`config.mk`:
```
export PLATFORM = sky130hd
export DESIGN_NAME = seg7_scan
export DESIGN_NICKNAME = d
export VERILOG_FILES = /design/src/rtl/seg7_pkg.sv /design/src/rtl/seg7_hexdec.sv /design/src/rtl/seg7_scan.sv
export SDC_FILE = /design/constraint.sdc
export NUM_CORES = 1
export LEC_CHECK = 0
export CAP_MARGIN = 20
export CORE_ASPECT_RATIO = 1.5
export CORE_MARGIN = 5
export CORE_UTILIZATION = 50
export CTS_CLUSTER_SIZE = 16
export DETAILED_ROUTE_END_ITERATION = 8
export GPL_TIMING_DRIVEN = 0
export HOLD_SLACK_MARGIN = 0.02
export PLACE_DENSITY = 0.77
export SLEW_MARGIN = 20
export SYNTH_ARGS = -nofsm -noshare
export SYNTH_HDL_FRONTEND = slang
export SYNTH_HIERARCHICAL = 1
export SYNTH_SLANG_ARGS = --single-unit
```
`constraint.sdc`:
```
create_clock -name clk -period 4.2 [get_ports clk]
set_input_delay 0.42 -clock clk [delete_from_list [all_inputs] [get_ports clk]]
set_output_delay 0.42 -clock clk [all_outputs]
set_load 0.03 [all_outputs]
```
`src/rtl/seg7_pkg.sv`:
```
// Shared types and hex-to-segment constants for the seven-segment scan controller.
// Segment vectors are active-high, bit 6 = segment a down to bit 0 = segment g.
package seg7_pkg;

  typedef logic [6:0] seg_t;

  localparam seg_t SEG_HEX_0 = 7'b1111110;
  localparam seg_t SEG_HEX_1 = 7'b0110000;
  localparam seg_t SEG_HEX_2 = 7'b1101101;
  localparam seg_t SEG_HEX_3 = 7'b1111001;
  localparam seg_t SEG_HEX_4 = 7'b0110011;
  localparam seg_t SEG_HEX_5 = 7'b1011011;
  localparam seg_t SEG_HEX_6 = 7'b1011111;
  localparam seg_t SEG_HEX_7 = 7'b1110000;
  localparam seg_t SEG_HEX_8 = 7'b1111111;
  localparam seg_t SEG_HEX_9 = 7'b1111011;
  localparam seg_t SEG_HEX_A = 7'b1110111;
  localparam seg_t SEG_HEX_B = 7'b0011111;
  localparam seg_t SEG_HEX_C = 7'b1001110;
  localparam seg_t SEG_HEX_D = 7'b0111101;
  localparam seg_t SEG_HEX_E = 7'b1001111;
  localparam seg_t SEG_HEX_F = 7'b1000111;

  function automatic seg_t hex_to_seg(input logic [3:0] nib);
    seg_t seg;
    unique case (nib)
      4'h0: seg = SEG_HEX_0;
      4'h1: seg = SEG_HEX_1;
      4'h2: seg = SEG_HEX_2;
      4'h3: seg = SEG_HEX_3;
      4'h4: seg = SEG_HEX_4;
      4'h5: seg = SEG_HEX_5;
      4'h6: seg = SEG_HEX_6;
      4'h7: seg = SEG_HEX_7;
      4'h8: seg = SEG_HEX_8;
      4'h9: seg = SEG_HEX_9;
      4'hA: seg = SEG_HEX_A;
      4'hB: seg = SEG_HEX_B;
      4'hC: seg = SEG_HEX_C;
      4'hD: seg = SEG_HEX_D;
      4'hE: seg = SEG_HEX_E;
      4'hF: seg = SEG_HEX_F;
    endcase
    return seg;
  endfunction

endpackage

```
`src/rtl/seg7_hexdec.sv`:
```
// Combinational hex nibble to active-high seven-segment pattern decoder.
module seg7_hexdec
  import seg7_pkg::*;
(
  input  logic [3:0] nibble,
  output seg_t       seg
);

  assign seg = hex_to_seg(nibble);

endmodule

```
`src/rtl/seg7_scan.sv`:
```
// Time-multiplexed seven-segment controller with frame-synchronous double buffering.
// Optional macro SEG7_LEADING_ZERO_BLANK_EN blanks leading zero digits (digit 0 never).
module seg7_scan
  import seg7_pkg::*;
#(
  parameter int unsigned DIGITS   = 8,
  parameter int unsigned SCAN_DIV = 100000
) (
  input  logic                  clk,
  input  logic                  rst,
  input  logic [4*DIGITS-1:0]   data,
  input  logic [DIGITS-1:0]     dp_in,
  input  logic [DIGITS-1:0]     blank,
  input  logic                  load,
  output logic                  pending,
  output logic                  frame,
  output logic                  ca,
  output logic                  cb,
  output logic                  cc,
  output logic                  cd,
  output logic                  ce,
  output logic                  cf,
  output logic                  cg,
  output logic                  dp,
  output logic [DIGITS-1:0]     an
);

  localparam int unsigned CNT_W = $clog2(SCAN_DIV);
  localparam int unsigned IDX_W = $clog2(DIGITS);
  localparam logic [CNT_W-1:0] CNT_MAX = CNT_W'(SCAN_DIV - 1);
  localparam logic [IDX_W-1:0] IDX_MAX = IDX_W'(DIGITS - 1);

  logic [CNT_W-1:0] cnt_q, cnt_d;
  logic [IDX_W-1:0] idx_q, idx_d;
  logic             tick, wrap;

  logic [DIGITS-1:0][3:0] sh_data_q, disp_data_q;
  logic [DIGITS-1:0]      sh_dp_q, sh_blank_q, disp_dp_q, disp_blank_q;
  logic                   pending_q, pending_d, frame_q;

  logic [DIGITS-1:0] lz_blank;
  logic [3:0]        cur_nib;
  seg_t              cur_seg;
  logic              cur_off;

  seg_t              seg_q, seg_d;
  logic              dp_q, dp_d;
  logic [DIGITS-1:0] an_q, an_d;

  // Prescaler and digit index
  assign tick = (cnt_q == CNT_MAX);
  assign wrap = tick && (idx_q == IDX_MAX);

  always_comb begin
    cnt_d = tick ? '0 : cnt_q + 1'b1;
    idx_d = idx_q;
    if (tick) begin
      idx_d = wrap ? '0 : idx_q + 1'b1;
    end
  end

  always_ff @(posedge clk or posedge rst) begin
    if (rst) begin
      cnt_q   <= '0;
      idx_q   <= '0;
      frame_q <= 1'b0;
    end else begin
      cnt_q   <= cnt_d;
      idx_q   <= idx_d;
      frame_q <= wrap;
    end
  end

  // A load coinciding with a commit keeps pending set: the old shadow is committed first.
  assign pending_d = load ? 1'b1 : (wrap ? 1'b0 : pending_q);

  always_ff @(posedge clk or posedge rst) begin
    if (rst) begin
      sh_data_q    <= '0;
      sh_dp_q      <= '0;
      sh_blank_q   <= '0;
      disp_data_q  <= '0;
      disp_dp_q    <= '0;
      disp_blank_q <= '0;
      pending_q    <= 1'b0;
    end else begin
      if (wrap && pending_q) begin
        disp_data_q  <= sh_data_q;
        disp_dp_q    <= sh_dp_q;
        disp_blank_q <= sh_blank_q;
      end
      if (load) begin
        sh_data_q  <= data;
        sh_dp_q    <= dp_in;
        sh_blank_q <= blank;
      end
      pending_q <= pending_d;
    end
  end

`ifdef SEG7_LEADING_ZERO_BLANK_EN
  logic nz_seen;
`endif

  always_comb begin
    lz_blank = '0;
`ifdef SEG7_LEADING_ZERO_BLANK_EN
    // Scan from the most significant digit down; suppress until a non-zero nibble appears.
    nz_seen = 1'b0;
    for (int i = DIGITS - 1; i > 0; i--) begin
      nz_seen     = nz_seen | (disp_data_q[i] != 4'h0);
      lz_blank[i] = ~nz_seen;
    end
`endif
  end

  seg7_hexdec u_hexdec (
    .nibble (cur_nib),
    .seg    (cur_seg)
  );

  always_comb begin
    cur_nib = disp_data_q[idx_q];
    cur_off = disp_blank_q[idx_q] | lz_blank[idx_q];
    an_d    = '1;
    if (!cur_off) begin
      an_d[idx_q] = 1'b0;
    end
    seg_d = cur_off ? '1 : ~cur_seg;
    dp_d  = cur_off | ~disp_dp_q[idx_q];
  end

  always_ff @(posedge clk or posedge rst) begin
    if (rst) begin
      seg_q <= '1;
      dp_q  <= 1'b1;
      an_q  <= '1;
    end else begin
      seg_q <= seg_d;
      dp_q  <= dp_d;
      an_q  <= an_d;
    end
  end

  assign pending = pending_q;
  assign frame   = frame_q;
  assign ca      = seg_q[6];
  assign cb      = seg_q[5];
  assign cc      = seg_q[4];
  assign cd      = seg_q[3];
  assign ce      = seg_q[2];
  assign cf      = seg_q[1];
  assign cg      = seg_q[0];
  assign dp      = dp_q;
  assign an      = an_q;

endmodule
```
==> qor.yml <==
status: "finished clean"
dieArea_um2: 13900
synth_area_leaders: "dfrtp_1, mux2_2, dfstp_2"
synth-edff-count: 0
cap_violations: 0
maxSlewViolCount: 0
die_w_um: 98.0
clock-skew-final_ns: 0.00703
grt-ovfl-total: 0
cts_max_path_buffers: 2
cts.sinks: 134
place_ws_ns: 0.912
period_share: 0.793
end_kind: "flop"
yosysWarnings: 6
hp-class: "in -> async"
drive_gt1_frac: 0.286
rsz0062_at_grt: "no"
syn_avg_cell_area_um2: 13.9
ir_drop_v: 0.000299
hold_violations: 0
netlist_area_um2: 5810
clockRootBuffer: "clkbuf_16"
ys_top_cells_by_count: "dfrtp_1, mux2_2, mux2_1"
slew_headroom: 0.538
nNetsFinal: 565
clock.fmax_mhz: 300
h-tree-depth: 4
holdBufCountCts: 0
final_cells: 664
diodes: 0
crit_arrival_ns: 3.67
tightest_slew_ns: 0.693
grt.total_usage: 0.176
crit_type: "reg -> reg"
core_area_um2: 11500
worst-path-max-fanout: 10
vias_per_cell: 5.41
async_reset_ff_frac: 1.00
startpoint_type: "flop"
rows: 48
seq_area_frac_synth: 0.581
grt_pass1_vias: 3888
wirelength_um: 11300
synth_cell_type_count: 49
die_h_um: 142
worst_ep_required_time_ns: 4.54
num_vias: 3592
yosysMostFrequentCell: "dfrtp_1"
layout_setup_ws_ns: 0.870
power_density_nw_per_um2: 413
period_needed_ns: 3.33
post_cts_buffers: 0
gp_congestion: 0.803
ys_seq_elements: 134
clkLatencyLatePin_ns: 0.41
ff2ff_path_depth: 10
r2r_slack_ns: 0.87
io_pins: 69
synth_fp_nets: 478
area_growth_pct: 25.8
drtIter0Drc: 132
dpl.hpwl_um: 8150
final_util: 0.637
wl_per_cell_um: 17.0
antenna_found_initial: 0
synth_top_flop_cell: "dfrtp_1"
start_util: 0.507
tritoncts: "done"
cts_resized: 0
dp_cells: 635
firstDrtPassIters: 4
grt_pass1_wl_um: 19200
clk_pin_slew_ns: 0.05
p_leak_nw: 3.24
setup_viol: 0
grt_max_degree: 79
cts_buffers: 17
yosysTopAreaCell: "dfrtp_1"
ant_nets: 0
port_buffers: 67
syn_inst: 417
yosys.area.top_type_share: 0.508
drc_errors: 0
-- placed cells by master, fill, tap and decap left out, types with 6 or more instances in the layout --
master / Yosys / final
a221oi_1: 6 / 6
buf_1: 6 / 6
clkbuf_1: 7 / 7
clkbuf_16: 0 / 17
clkdlybuf4s50_1: 0 / 67
dfrtp_1: 118 / 118
dfstp_2: 16 / 16
ha_1: 10 / 10
inv_1: 11 / 10
mux2_1: 20 / 20
mux2_2: 80 / 80
mux4_2: 6 / 6
nand2_1: 19 / 19
nand3_1: 14 / 14
nand3b_1: 6 / 6
nand4_1: 7 / 7
nor2_1: 14 / 14
nor2b_1: 6 / 6
xnor2_1: 8 / 8
xor2_1: 7 / 7
-- power breakdown --
group          internal, mW  switching [mW]  total, mW
sequential             1.34          0.0264       1.37
clock                  1.01           0.505       1.51
combinational        0.0845          0.0512      0.136
-- logic make-up after synthesis --
family          share of synthesized area
flops                               0.581
mux                                 0.230
xor+xnor                           0.0226
compound gates                     0.0321
fa+ha+maj                          0.0215
buf+inv                            0.0306
simple gates                       0.0825
-- state kept, by name (all words and copies together) (netlist names) --
signal,cells
disp_data_q,32
sh_data_q,32
cnt_q,17
an,8
disp_blank_q,8
disp_dp_q,8
sh_blank_q,8
sh_dp_q,8
seg_q,7
idx_q,3
dp,1
frame,1
pending,1
-- critical path: stages (launching register included) --
cell      delay (ns)
dfrtp_1         0.35
clkbuf_1        0.50
buf_1           0.55
mux4_2          0.59
nand2_1         0.08
nand2_1         0.15
inv_1           0.17
ha_1            0.27
inv_1           0.05
mux4_1          0.47
nand2_1         0.07
-- metrics by stage --
| step | instance area [um^2] | hold slack (ns) | total power [mW] | setup TNS, ns |
|---|---|---|---|---|
| global route | 7310 | 0.484 | 3.13 | 0 |
| floorplan | 5810 | 0.452 | 1.45 | 0 |
| detailed placement | 6700 | 0.474 | 1.53 | 0 |
| global placement | 6670 | 0.465 | 1.52 | -158.15 |
| finish | 7310 | 0.438 | 3.02 | 0 |
| CTS | 7310 | 0.450 | 3.04 | 0 |
-- per-layer routing --
layer | track usage | vias to the layer above | routed length, um
met5 | 0 | - | 0
met4 | 0.0715 | 0 | 233
li1 | - | 1662 | -
met1 | 0.199 | 1825 | 4490
met2 | 0.317 | 87 | 6210
met3 | 0.0422 | 18 | 385
-- final timing paths --
| kind | startpoint | endpoint |
|---|---|---|
| worst min register to register | disp_data_q[10] | disp_data_q[10] |
| min in group clk | disp_data_q[10] | disp_data_q[10] |
| worst max-delay path | idx_q[0] | seg_q[3] |
| worst max register to register | idx_q[0] | seg_q[3] |
| worst min-delay path | rst | cnt_q[4] |
| max in group asynchronous | rst | seg_q[2] |
-- layout make-up --
| type | count | area [um^2] |
|---|---|---|
| Timing Repair Buffer | 68 | 698 |
| Fill cell | 887 | 4160 |
| Clock inverter | 10 | 155 |
| Buffer | 23 | 136 |
| Tap cell | 150 | 188 |
| Multi-Input combinational cell | 249 | 2260 |
| Clock buffer | 19 | 453 |
| Inverter | 11 | 46.3 |
| Sequential cell | 134 | 3370 |
Power figures use the tool's default switching activity.
